File: src/rtl/lyra2_axi_pkg.sv
// Shared definitions for the Lyra2 output-side AXI4-Lite reader: register map,
// response codes, hash type and FSM state encodings.
package lyra2_axi_pkg;

    localparam int NWORDS = 8;

    localparam logic [7:0] REG_STATUS    = 8'h00;
    localparam logic [7:0] REG_CNT       = 8'h08;
    localparam logic [7:0] REG_DATA_BASE = 8'h20;
    localparam logic [7:0] REG_DATA_LAST = 8'h3C;

    localparam logic [1:0] RESP_OKAY   = 2'b00;
    localparam logic [1:0] RESP_SLVERR = 2'b10;

    typedef logic [255:0] hash_t;

    localparam logic [1:0] B_EMPTY = 2'd0;
    localparam logic [1:0] B_LOAD  = 2'd1;
    localparam logic [1:0] B_FULL  = 2'd2;

    localparam logic [0:0] R_IDLE = 1'b0;
    localparam logic [0:0] R_RESP = 1'b1;

    // DATA_0..DATA_7 live at 0x20..0x3C, word aligned
    function automatic logic is_data_addr(input logic [7:0] addr);
        return (addr[7:5] == 3'b001) && (addr[1:0] == 2'b00);
    endfunction

endpackage

File: src/rtl/lyra2_hash_buffer.sv
// Holding buffer for one 256-bit hash: pops the output FIFO (1-cycle read
// latency) whenever the buffer is empty and releases it on pop_req.
module lyra2_hash_buffer
    import lyra2_axi_pkg::*;
(
    input  logic  clk,
    input  logic  rst_n,
    input  logic  pop_req,
    input  hash_t fifo_dout,
    input  logic  fifo_empty,
    output logic  fifo_rd_en,
    output logic  buf_valid,
    output hash_t hash
);

    logic [1:0] r_state;
    hash_t      r_hash;
    logic       r_armed;
    logic       w_fetch;

    // r_armed keeps the pop request quiet while reset is asserted
    assign w_fetch    = r_armed && (r_state == B_EMPTY) && !fifo_empty;
    assign fifo_rd_en = w_fetch;
    assign buf_valid  = (r_state == B_FULL);
    assign hash       = r_hash;

    always_ff @(posedge clk or negedge rst_n) begin
        if (!rst_n) begin
            r_state <= B_EMPTY;
            r_hash  <= '0;
            r_armed <= 1'b0;
        end else begin
            r_armed <= 1'b1;
            case (r_state)
                B_EMPTY: if (w_fetch) r_state <= B_LOAD;
                B_LOAD: begin
                    r_hash  <= fifo_dout;
                    r_state <= B_FULL;
                end
                B_FULL:  if (pop_req) r_state <= B_EMPTY;
                default: r_state <= B_EMPTY;
            endcase
        end
    end

endmodule

File: src/rtl/lyra2_out_axi_reader.sv
// AXI4-Lite read-only slave exposing the prefetched Lyra2 hash as DATA_0..7
// plus STATUS. Define LYRA2_RD_CNT_EN to add the consumed-hash counter at 0x08.
module lyra2_out_axi_reader
    import lyra2_axi_pkg::*;
#(
    parameter int AXI_ADDR_WIDTH = 8,
    parameter int AXI_DATA_WIDTH = 32,
    parameter int HASH_WIDTH     = 256
) (
    input  logic                      s_axi_aclk,
    input  logic                      s_axi_aresetn,
    input  logic [AXI_ADDR_WIDTH-1:0] s_axi_araddr,
    input  logic                      s_axi_arvalid,
    output logic                      s_axi_arready,
    output logic [AXI_DATA_WIDTH-1:0] s_axi_rdata,
    output logic [1:0]                s_axi_rresp,
    output logic                      s_axi_rvalid,
    input  logic                      s_axi_rready,
    input  logic [HASH_WIDTH-1:0]     fifo_dout,
    input  logic                      fifo_empty,
    input  logic                      fifo_almost_full,
    output logic                      fifo_rd_en
);

    logic [0:0]                r_state;
    logic [AXI_DATA_WIDTH-1:0] r_rdata;
    logic [1:0]                r_rresp;

    logic [7:0]                w_addr;
    logic                      w_ar_hs;
    logic                      w_pop;
    logic                      w_buf_valid;
    hash_t                     w_hash;
    logic [31:0]               w_words [NWORDS];
    logic [AXI_DATA_WIDTH-1:0] w_rdata;
    logic [1:0]                w_rresp;

    assign w_addr  = s_axi_araddr[7:0];
    assign w_ar_hs = s_axi_arvalid && (r_state == R_IDLE);
    // Only a successful DATA_7 read releases the buffer
    assign w_pop   = w_ar_hs && (w_addr == REG_DATA_LAST) && w_buf_valid;

    lyra2_hash_buffer u_buf (
        .clk        (s_axi_aclk),
        .rst_n      (s_axi_aresetn),
        .pop_req    (w_pop),
        .fifo_dout  (fifo_dout),
        .fifo_empty (fifo_empty),
        .fifo_rd_en (fifo_rd_en),
        .buf_valid  (w_buf_valid),
        .hash       (w_hash)
    );

    generate
        for (genvar gi = 0; gi < NWORDS; gi++) begin : g_words
            assign w_words[gi] = w_hash[32*gi +: 32];
        end
    endgenerate

`ifdef LYRA2_RD_CNT_EN
    logic [31:0] r_cnt;

    always_ff @(posedge s_axi_aclk or negedge s_axi_aresetn) begin
        if (!s_axi_aresetn) begin
            r_cnt <= '0;
        end else if (w_pop) begin
            r_cnt <= r_cnt + 32'd1;
        end
    end
`endif

    always_comb begin
        w_rdata = '0;
        w_rresp = RESP_SLVERR;
        if (w_addr == REG_STATUS) begin
            w_rdata = {{(AXI_DATA_WIDTH-3){1'b0}}, fifo_empty, fifo_almost_full, w_buf_valid};
            w_rresp = RESP_OKAY;
        end
`ifdef LYRA2_RD_CNT_EN
        else if (w_addr == REG_CNT) begin
            w_rdata = r_cnt;
            w_rresp = RESP_OKAY;
        end
`endif
        else if (is_data_addr(w_addr) && w_buf_valid) begin
            w_rdata = w_words[w_addr[4:2]];
            w_rresp = RESP_OKAY;
        end
    end

    always_ff @(posedge s_axi_aclk or negedge s_axi_aresetn) begin
        if (!s_axi_aresetn) begin
            r_state <= R_IDLE;
            r_rdata <= '0;
            r_rresp <= RESP_OKAY;
        end else begin
            case (r_state)
                R_IDLE: begin
                    if (w_ar_hs) begin
                        r_rdata <= w_rdata;
                        r_rresp <= w_rresp;
                        r_state <= R_RESP;
                    end
                end
                R_RESP:  if (s_axi_rready) r_state <= R_IDLE;
                default: r_state <= R_IDLE;
            endcase
        end
    end

    assign s_axi_arready = (r_state == R_IDLE);
    assign s_axi_rvalid  = (r_state == R_RESP);
    assign s_axi_rdata   = r_rdata;
    assign s_axi_rresp   = r_rresp;

endmodule
File: config.mk
export PLATFORM = sky130hd
export DESIGN_NAME = lyra2_out_axi_reader
export DESIGN_NICKNAME = d
export VERILOG_FILES = /design/src/rtl/lyra2_axi_pkg.sv /design/src/rtl/lyra2_hash_buffer.sv /design/src/rtl/lyra2_out_axi_reader.sv
export SDC_FILE = /design/constraint.sdc
export NUM_CORES = 1
export LEC_CHECK = 0
export ABC_AREA = 1
export CORE_ASPECT_RATIO = 0.7
export CORE_UTILIZATION = 51
export CTS_CLUSTER_SIZE = 8
export DETAILED_ROUTE_END_ITERATION = 6
export PLACE_DENSITY = 0.8
export SETUP_SLACK_MARGIN = 0.3
export SYNTH_ARGS = -nofsm -noshare
export SYNTH_HDL_FRONTEND = slang
export SYNTH_SLANG_ARGS = --single-unit
export TNS_END_PERCENT = 10
File: constraint.sdc
create_clock -name s_axi_aclk -period 1.65 [get_ports s_axi_aclk]
set_input_delay 0.2475 -clock s_axi_aclk [delete_from_list [all_inputs] [get_ports s_axi_aclk]]
set_output_delay 0.2475 -clock s_axi_aclk [all_outputs]
set_load 0.1 [all_outputs]
==> results of run 1 <==
-- cells in the final DEF (no fill, tap or decap), drive strengths merged --
cell	n
o211ai	2
a21oi	52
buf	119
o21ai	32
clkdlybuf4s50	265
diode	1
mux2	240
nand3	137
nor3	2
clkinv	1
conb	2
bufbuf	1
dfrtp	293
inv	24
nor2	26
clkinvlp	1
clkbuf	50
dlygate4sd3	1
nand2	375
o31ai	1
-- metrics by stage --
step	hold slack [ns]	cells
after global placement	0.181	1868
after detailed placement	0.179	1868
after global routing	0.261	1955
final	0.227	1956
after CTS	0.245	1935
after floorplan	-0.0481	1273
-- timing repair --
action / 4_1_cts / 5_1_grt
gates cloned: 9 / 7
hold buffers: 1 / 0
hold endpoints to repair: 46 / 0
pin swaps: 51 / 46
resized for setup: 252 / 85
setup endpoints to repair: 225 / 323
setup buffers: 11 / 13
-- critical path: stages, from the launching register on --
cell and delay [ns]:
dfrtp_1 0.39, inv_2 0.10, nand3_4 0.11, nor2_4 0.12, buf_12 0.18
-- metal layers --
| layer | part of all wire (%) | wire [um] | vias to the layer above |
|---|---|---|---|
| met5 | 0 | 0 | - |
| met4 | 3.7 | 1640 | 0 |
| met3 | 8.7 | 3900 | 131 |
| met2 | 48 | 21600 | 602 |
| met1 | 39 | 17400 | 5623 |
| li1 | - | - | 4939 |
-- power by group --
group	total, W	internal, W	switching, W	leakage [nW]
clock	0.00753	0.00456	0.00297	0.540
combinational	0.0106	0.00642	0.00418	5.64
sequential	0.0124	0.0105	0.00194	3.47
total	0.0306	0.0215	0.00910	9.65
-- registers in the layout (all words and copies together), names as in the netlist --
signal         count
s_axi_rdata       32
u_buf.hash       256
u_buf.r_state      2
s_axi_rresp        1
u_buf.r_armed      1
s_axi_rvalid       1
-- how the worst max path moves through the flow --
stage / slack (ns) / cells past startpoint / startpoint / endpoint
2_1_floorplan: -0.26 / 6 / s_axi_rvalid / s_axi_rdata[10]
3_3_place_gp: 0.004 / 7 / s_axi_araddr[0] / s_axi_rdata[15]
3_5_place_dp: -0.04 / 7 / s_axi_araddr[6] / s_axi_rdata[8]
4_1_cts: -0.01 / 4 / u_buf.r_state[0] / fifo_rd_en
5_1_grt: -0.06 / 4 / u_buf.r_state[0] / fifo_rd_en
6_report: -0.02 / 4 / u_buf.r_state[0] / fifo_rd_en
-- layout make-up --
type                    count  share of cell area (%)
repair buffers            392                    23.9
clock buffers              44                    5.33
well taps                 331                    2.05
inverters                  24                   0.476
multi-input cells         869                    32.0
diodes                      1                  0.0124
clock inverters             2                  0.0680
flip-flops and latches    293                    36.3
-- logic make-up (layout without fill, tap and decap cells) --
logic type	Yosys count	in the layout	synth area share, %
other	2	3	0.0564
AOI/OAI and AO/OA	87	87	3.32
DFF	293	293	55.0
and+or+nand+nor	540	540	16.6
buffers and inverters	111	462	4.68
muxes	240	240	20.3
==> reports/qor.yml, run 1 <==
clocking:
  cts_tree: "yes"
  clkTransAtPathRegs_ns: 0.05
  clockBufferDepth: 3
  cts_root_buffer: "clkbuf_16"
  clock-sinks: 293
  htreeDepth: 2
  worstSkewPairLatency_ns: 0.52
  cts_buffers: 42
layout:
  multi_input_area_um2: 6470
  ff_latch_area_um2: 7340
  fillers: 1488
  syn2layout_area_growth_pct: 51.9
  drive_gt1_share_pct: 30.5
  num-nets-final: 1892
  fin_area_um2: 20200
  final_core_util_pct: 78.8
setup_path:
  rrSetupSlack_ns: -0.01
  rr_endpoint: "s_axi_rdata[23]"
  critPathLaunchType: "flip-flop"
  worstPathArrival_ns: 1.42
  path_max_fanout: 2
  critPathKind: "reg2out"
  timing.rr.start: "s_axi_rvalid"
  cp-end-kind: "primary output"
  critPathRequiredTime_ns: 1.40
  reg2regPathDepth: 7
drt:
  drt_iter0_drc: 908
  vias: 11300
  via_per_inst: 5.77
  wl_per_cell_um: 22.8
  ant_nets: 0
  wirelength_um: 44600
  dr.pass1.iters: 5
  post-route-drc-count: 0
synthesis:
  yosysMostFrequentCell: "nand2_1"
  synthArstFlopShare_pct: 100
  syn_inst: 1273
  synth_top_area_share_pct: 55.0
  netlist_top_cells_count: "375 x nand2_1, 293 x dfrtp_1, 240 x mux2_2"
  synth_edf_count: 0
  synth_top_cell_by_area: "dfrtp_1"
  yosysSeqAreaShare_pct: 55.0
  syn-cell-area_um2: 13300
  yosys-top-cells-area: "dfrtp_1 55%, mux2_2 20%, nand2_1 11%"
  synth_nets: 1543
  synth-warning-count: 0
  ys_types: 23
  synthFlopType: "dfrtp_1"
  synth-seq-cells: 293
  syn_area_per_cell_um2: 10.5
sta:
  rsz0062_at_grt: "true"
  fin_ws_ns: -0.0224
  period_needed_ns: 1.67
  hold_viol: 0
  fmax_ghz: 0.598
  slew_violations: 0
  max_slew_margin_pct: 58.6
  setup_viol: 2
  fin_skew_ns: 0.0135
  setup_tns_ns: -0.0324
  finalCritPeriodShare_pct: 101
  tightestPinTransition_ns: 0.621
grt:
  grt-busiest-layer: "met2"
  grt_util_met2_pct: 54.1
  antenna_found_initial: 2
  grt_pass1_vias: 11600
  grt_util_met1_pct: 41.1
  grt_max_degree: 56
  use_met3_pct: 7.47
  grt-ovfl-total: 0
  grt_pass1_wl_um: 65900
  track_usage_pct: 32.4
place:
  place_area_um2: 17200
  port_buffers: 305
  gp_congestion: 0.892
  place_ws_ns: -0.0413
  dpl.hpwl_um: 26500
floorplanning:
  die_w_um: 195
  die-area_um2: 26800
  core-area_um2: 25700
  ios: 307
  start_util_pct: 51.9
  rows: 49
  fp.dieH_um: 137
outcome:
  violations: "setup timing"
  status: "finished with violations"
flow_run:
  drv_cap: 0
power_and_ir_drop:
  powerDensity_nw_per_um2: 1510
  p_leak_nw: 9.65
  ir_drop_mv: 0.835
  p_total_w: 0.0306
min_path:
  min_path_type: "in2async"
(Power assumes the default switching activity.)
==> run 2: changes to the inputs <==
--- a/config.mk
+++ b/config.mk
@@ -11,6 +11,7 @@
 export CTS_CLUSTER_SIZE = 8
 export DETAILED_ROUTE_END_ITERATION = 6
 export PLACE_DENSITY = 0.8
+export RECOVER_POWER = 100
 export SETUP_SLACK_MARGIN = 0.3
 export SYNTH_ARGS = -nofsm -noshare
 export SYNTH_HDL_FRONTEND = slang
==> run 2 against run 1 <==
The flow still finishes with violations (setup timing); global-route usage unchanged; largest cell class unchanged; highest routed layer unchanged; clock skew up 0.00073 ns; critical path depth did not move; design area about the same; critical path type unchanged; via count is 0.36% lower.
==> reports/qor.yml, run 2 (same netlist as run 1, synthesis figures left out) <==
sta:
  tightestPinTransition_ns: 0.634  # was 0.621 ns
  setup_viol: 2  # unchanged
  slew_violations: 0  # unchanged
  whs_ns: 0.232  # was 0.227 ns
  fin_ws_ns: -0.0232  # was -0.0224 ns
  fin_skew_ns: 0.0142  # was 0.0135 ns
  hold_viol: 0  # unchanged
  finalCritPeriodShare_pct: 101  # about the same
  rsz0062_at_grt: "true"  # unchanged
  period_needed_ns: 1.67  # about the same
  fmax_ghz: 0.598  # about the same
  max_slew_margin_pct: 57.8  # was 58.6%
drt:
  ant_nets: 0  # unchanged
  top_layer_used: "met4"  # unchanged
  post-route-drc-count: 0  # unchanged
  route.met3.wl_um: 3770  # was 3900 um
  routed-wl-met2_um: 21600  # about the same
  via_per_inst: 5.75  # was 5.77
  vias: 11300  # about the same
  dr.pass1.iters: 5  # unchanged
  wirelength_um: 44500  # was 44600 um
  wl_per_cell_um: 22.8  # about the same
  wl_met1_um: 17500  # was 17400 um
  drt_iter0_drc: 905  # was 908
outcome:
  violations: "setup timing"  # unchanged
  status: "finished with violations"  # unchanged
grt:
  antenna_found_initial: 2  # unchanged
  track_usage_pct: 32.4  # unchanged
  grt_pass1_wl_um: 65900  # unchanged
  grt_max_degree: 56  # unchanged
  grt-ovfl-total: 0  # unchanged
  grt_pass1_vias: 11600  # unchanged
clocking:
  htreeDepth: 2  # unchanged
  worstSkewPairLatency_ns: 0.52  # about the same
  cts_tree: "yes"  # unchanged
  clkTransAtPathRegs_ns: 0.05  # about the same
  clockBufferDepth: 3  # unchanged
  clock-sinks: 293  # unchanged
  cts_buffers: 42  # unchanged
  cts_root_buffer: "clkbuf_16"  # unchanged
power_and_ir_drop:
  p_leak_nw: 9.64  # was 9.65 nW
  ir_drop_mv: 0.835  # about the same
  p_total_w: 0.0306  # about the same
  powerDensity_nw_per_um2: 1510  # about the same
layout:
  final_common_cell: "nand2_1"  # unchanged
  num-nets-final: 1892  # unchanged
  layout_common_cells: "344 x nand2_1, 290 x dfrtp_1, 265 x clkdlybuf4s50_1"  # unchanged
  largest_reg_flops: 256  # unchanged
  syn2layout_area_growth_pct: 51.8  # was 51.9%
  drive_gt1_share_pct: 30.4  # was 30.5%
flow_run:
  drv_cap: 0  # unchanged
setup_path:
  critPathKind: "reg2out"  # unchanged
  critPathTopFamily: "flip-flops"  # unchanged
  critPathRequiredTime_ns: 1.40  # about the same
  slowest_stage: "dfrtp_1"  # unchanged
  cp-end-kind: "primary output"  # unchanged
  cpPeakStageDelay_ns: 0.39  # about the same
  critical_path_buf_inv_count: 2  # unchanged
  worstPathArrival_ns: 1.43  # was 1.42 ns
  reg2regPathDepth: 7  # unchanged
  crit_chain: "inv_2, nand3_4, nor2_4, buf_12"  # unchanged
  cp_num_cells: 4  # unchanged
  critPathLaunchType: "flip-flop"  # unchanged
  path_max_fanout: 2  # unchanged
floorplanning:
  fp.dieH_um: 137  # unchanged
  die_w_um: 195  # unchanged
  rows: 49  # unchanged
  core-area_um2: 25700  # unchanged
  die-area_um2: 26800  # unchanged
  ios: 307  # unchanged
  start_util_pct: 51.9  # unchanged
min_path:
  min_path_type: "in2async"  # unchanged
place:
  dpl.hpwl_um: 26500  # unchanged
  port_buffers: 305  # unchanged
  gp_congestion: 0.892  # unchanged
-- run 2: layout make-up --
class                      instances  area, um2
inverter                          24       96.3
fill                            1492       5460
clock buffer                      44       1080
antenna                            2       5.00
sequential                       293       7340
timing repair buffer             392       4810
multi-input combinational        869       6470
clock inverter                     2       13.8
tap                              331        414
-- run 2: metrics by stage --
stage               TNS (ns)  std cells  utilization, %  area, um2  setup slack (ns)
finish               -0.0336       1957            78.7      20200           -0.0232
CTS                  -0.0127       1935            76.4      19600           -0.0127
floorplan              -8.45       1273               -      13300            -0.265
global route          -0.129       1955            78.7      20200           -0.0570
global placement           0       1868            67.1      17200           0.00363
detailed placement    -0.236       1868            67.1      17200           -0.0413
-- run 2: worst paths after layout --
path,slack [ns],start,end
worst min-delay path,0.23,s_axi_aresetn,u_buf.hash[120]
min in group s_axi_aclk,0.32,s_axi_araddr[3],s_axi_rdata[29]
max in group asynchronous,0.48,s_axi_aresetn,u_buf.hash[190]
worst max register to register,-0.01,s_axi_rvalid,s_axi_rdata[23]
worst min register to register,0.50,u_buf.hash[63],u_buf.hash[63]
worst max-delay path,-0.02,u_buf.r_state[0],fifo_rd_en
-- run 2: per-layer routing --
layer	global-route usage, %	vias up
met5	0	-
met4	13.8	0
met3	7.47	125
met2	54.1	589
met1	41.1	5598
li1	-	4942
-- run 2: timing repair --
action,CTS,global route
endpoints found under the hold margin,46,0
cloned,9,7
hold buffers,1,0
setup buffers,11,13
endpoints found under the setup margin,225,323
pin swaps,51,46
resized for setup,252,85
-- run 2: report_power, final --
group | internal [W] | leakage [nW] | switching (W)
logic | 0.00641 | 5.63 | 0.00418
clock network | 0.00456 | 0.540 | 0.00297
registers | 0.0105 | 3.47 | 0.00194
==> run 3: changes to the inputs <==
--- a/config.mk
+++ b/config.mk
@@ -7,13 +7,15 @@
 export LEC_CHECK = 0
 export ABC_AREA = 1
 export CORE_ASPECT_RATIO = 0.7
-export CORE_UTILIZATION = 51
+export CORE_UTILIZATION = 55
 export CTS_CLUSTER_SIZE = 8
 export DETAILED_ROUTE_END_ITERATION = 6
-export PLACE_DENSITY = 0.8
+export GPL_TIMING_DRIVEN = 0
+export PLACE_DENSITY = 0.85
 export RECOVER_POWER = 100
 export SETUP_SLACK_MARGIN = 0.3
 export SYNTH_ARGS = -nofsm -noshare
 export SYNTH_HDL_FRONTEND = slang
+export SYNTH_HIERARCHICAL = 1
 export SYNTH_SLANG_ARGS = --single-unit
 export TNS_END_PERCENT = 10
==> constraint.sdc (replaced) <==
create_clock -name s_axi_aclk -period 2.05 [get_ports s_axi_aclk]
set_input_delay 0.3075 -clock s_axi_aclk [delete_from_list [all_inputs] [get_ports s_axi_aclk]]
set_output_delay 0.3075 -clock s_axi_aclk [all_outputs]
set_load 0.1 [all_outputs]
==> run 3 against run 2 <==
Design area is 7.3% lower; first-iteration DRC count is 120% higher; sequential share of layout area grew 2.8 points; final cell count rose by 29%; routed wire length grew 13%; sequential power is 19% lower; worst hold slack better by 0.054 ns; worst setup slack improved by 0.11 ns; the run now ends clean; largest cell class unchanged; combinational power is 29% lower; non-clock buffer count is 70 higher; clock skew down 0.0043 ns; power fell by 22%.
==> reports/qor.yml, run 3 <==
outcome:
  status: "finished, final reports clean"  # was finished with violations
clocking:
  clkTransAtPathRegs_ns: 0.05  # about the same
  cts_root_buffer: "clkbuf_16"  # unchanged
  cts_buffers: 42  # unchanged
  worstSkewPairLatency_ns: 0.54  # was 0.52 ns
  clockBufferDepth: 3  # unchanged
  cts_tree: "yes"  # unchanged
  htreeDepth: 2  # unchanged
  clock-sinks: 293  # unchanged
setup_path:
  cpPeakStageDelay_ns: 0.36  # was 0.39 ns
  crit_chain: "clkbuf_1, buf_8, inv_6, nand2_4, nor2_4, buf_6"  # was inv_2, nand3_4, nor2_4, buf_12
  slowest_stage: "dfrtp_1"  # unchanged
  critPathLaunchType: "flip-flop"  # unchanged
  path_max_fanout: 7  # was 2
  worstPathArrival_ns: 1.66  # was 1.43 ns
  critPathKind: "reg2out"  # unchanged
  critPathRequiredTime_ns: 1.74  # was 1.40 ns
  cp-end-kind: "primary output"  # unchanged
layout:
  num-nets-final: 2462  # was 1892
  fillers: 1880  # was 1492
  antenna_cells: 0  # was 2
  layout_common_cells: "884 x nand2_1, 392 x nand3_1, 292 x dfrtp_1"  # was 344 x nand2_1, 290 x dfrtp_1, 265 x clkdlybuf4s50_1
  syn2layout_area_growth_pct: 34.6  # was 51.8%
  final_common_cell: "nand2_1"  # unchanged
  drive_gt1_share_pct: 10.3  # was 30.4%
  largest_reg_flops: 256  # unchanged
  instances_no_fill: 2520  # was 1957
grt:
  grt_max_degree: 125  # was 56
  track_usage_pct: 39.1  # was 32.4%
  grt_pass1_vias: 13700  # was 11600
  grt_pass1_wl_um: 75700  # was 65900 um
  grt-ovfl-total: 0  # unchanged
  antenna_found_initial: 0  # was 2
synthesis:
  syn-cell-area_um2: 13900  # was 13300 um2
  synth_edf_count: 0  # unchanged
  yosysMostFrequentCell: "nand2_1"  # unchanged
  synth_nets: 2097  # was 1543
  synthFlopType: "dfrtp_1"  # unchanged
  synthArstFlopShare_pct: 100  # unchanged
  yosysSeqAreaShare_pct: 52.6  # was 55.0%
  synth-seq-cells: 293  # unchanged
  synth_top_cell_by_area: "dfrtp_1"  # unchanged
  synth-warning-count: 6  # was 0
  synth_top_area_share_pct: 52.6  # was 55.0%
  ys_types: 20  # was 23
  syn_inst: 1827  # was 1273
  netlist_top_cells_count: "889 x nand2_1, 392 x nand3_1, 293 x dfrtp_1"  # was 375 x nand2_1, 293 x dfrtp_1, 240 x mux2_2
  syn_area_per_cell_um2: 7.62  # was 10.5 um2
  yosys-top-cells-area: "dfrtp_1 53%, nand2_1 24%, nand3_1 14%"  # was dfrtp_1 55%, mux2_2 20%, nand2_1 11%
floorplanning:
  fp.dieH_um: 135  # was 137 um
  ios: 307  # unchanged
  die-area_um2: 26000  # was 26800 um2
  core-area_um2: 24700  # was 25700 um2
  rows: 48  # was 49
  die_w_um: 192  # was 195 um
  start_util_pct: 56.3  # was 51.9%
drt:
  vias: 14700  # was 11300
  wirelength_um: 50500  # was 44500 um
  drt_iter0_drc: 1975  # was 905
  via_per_inst: 5.82  # was 5.75
  wl_per_cell_um: 20.0  # was 22.8 um
  ant_nets: 0  # unchanged
  post-route-drc-count: 0  # unchanged
  dr.pass1.iters: 5  # unchanged
place:
  dp_cells: 2458  # was 1868
  dpl.hpwl_um: 36700  # was 26500 um
  port_buffers: 304  # was 305
  gp_congestion: 0.946  # was 0.892
sta:
  fin_skew_ns: 0.00993  # was 0.0142 ns
  rsz0062_at_grt: "true"  # unchanged
  finalCritPeriodShare_pct: 95.9
  fmax_ghz: 0.508
  max_slew_margin_pct: 28.4  # was 57.8%
  period_needed_ns: 1.97
  tightestPinTransition_ns: 1.07  # was 0.634 ns
  whs_ns: 0.286  # was 0.232 ns
  hold_viol: 0  # unchanged
  setup_viol: 0  # was 2
  slew_violations: 0  # unchanged
power_and_ir_drop:
  ir_drop_mv: 0.924  # was 0.835 mV
  p_leak_nw: 9.37  # was 9.64 nW
  powerDensity_nw_per_um2: 1270  # was 1510 nW/um2
  p_total_w: 0.0238  # was 0.0306 W
min_path:
  min_path_type: "in2async"  # unchanged
flow_run:
  drv_cap: 0  # unchanged
## run 3: changes by cell type after synthesis, sizes merged
cell    previous run  this run
a21oi             52        33
buf               75       123
clkbuf            12        18
inv               24        22
mux2             240         0
nand2            375       890
nand3            137       392
nor2              26        19
nor3               2         1
o211ai             2         1
## run 3: report_power, final
part | total (W) | switching, W | internal, W
Clock | 0.00627 | 0.00245 | 0.00382
Sequential | 0.0100 | 0.00163 | 0.00837
Combinational | 0.00754 | 0.00484 | 0.00269
## run 3: cell type report
class | count | area [um2] | share of cell area, %
multi-input combinational | 1371 | 5800 | 30.9
inverter | 22 | 93.8 | 0.500
tap | 325 | 407 | 2.17
timing repair buffer | 321 | 3230 | 17.2
buffer | 141 | 748 | 3.99
clock inverter | 1 | 5.00 | 0.0267
clock buffer | 46 | 1130 | 6.03
sequential | 293 | 7340 | 39.1
## run 3: cells by family after synthesis
kind of cell,share of synthesized area [%]
buffers and inverters,6.09
other,0.0539
AO/OA/AOI/OAI,2.44
AND/OR/NAND/NOR,38.8
flip-flops,52.6
## run 3: final timing paths
check,from,endpoint,slack (ns),depth (start not counted)
min in group s_axi_aclk,fifo_dout[69],u_buf/hash[69],0.33,3
max in group asynchronous,s_axi_aresetn,u_buf/hash[248],0.35,3
max reg2reg,u_buf/r_state[0],s_axi_rdata[18],0.11,12
max,u_buf/r_state[0],fifo_rd_en,0.08,6
min,s_axi_aresetn,u_buf/hash[18],0.29,2
min reg2reg,u_buf/hash[237],u_buf/hash[237],0.47,2
## run 3: metrics by stage
step | util (%) | setup WS (ns) | area, um2 | setup TNS, ns
after floorplan | - | 0.133 | 14000 | 0
after global placement | 70.4 | -13.65 | 17400 | -3407.53
after detailed placement | 70.7 | -0.377 | 17500 | -5.09
after CTS | 75.9 | 0.171 | 18800 | 0
after global routing | 75.8 | 0.0471 | 18800 | 0
final | 75.8 | 0.0831 | 18800 | 0
## run 3: metal layers
layer | part of all wire, % | track usage (%) | wire (um) | vias to the layer above
li1 | - | - | - | 6564
met1 | 41 | 56.4 | 20600 | 6987
met2 | 43 | 57.1 | 21700 | 998
met3 | 13 | 11.1 | 6780 | 126
met4 | 3.0 | 12.7 | 1500 | 0
met5 | 0 | 0 | 0 | -
## run 3: worst max-delay path, delay by kind of cell, from the launching register on
kind	cells	cell delay (ns)
buffers and inverters	4	0.60
and+or+nand+nor	2	0.16
DFF	1	0.36
## run 3: what timing repair did
action | in CTS | in global routing
pin swaps | 4 | 8
buffers inserted | 8 | 5
endpoints found under the hold margin | 54 | 0
cloned | 0 | 1
endpoints found under the setup margin | 69 | 63
hold buffers | 1 | 0
resized for setup | 141 | 19
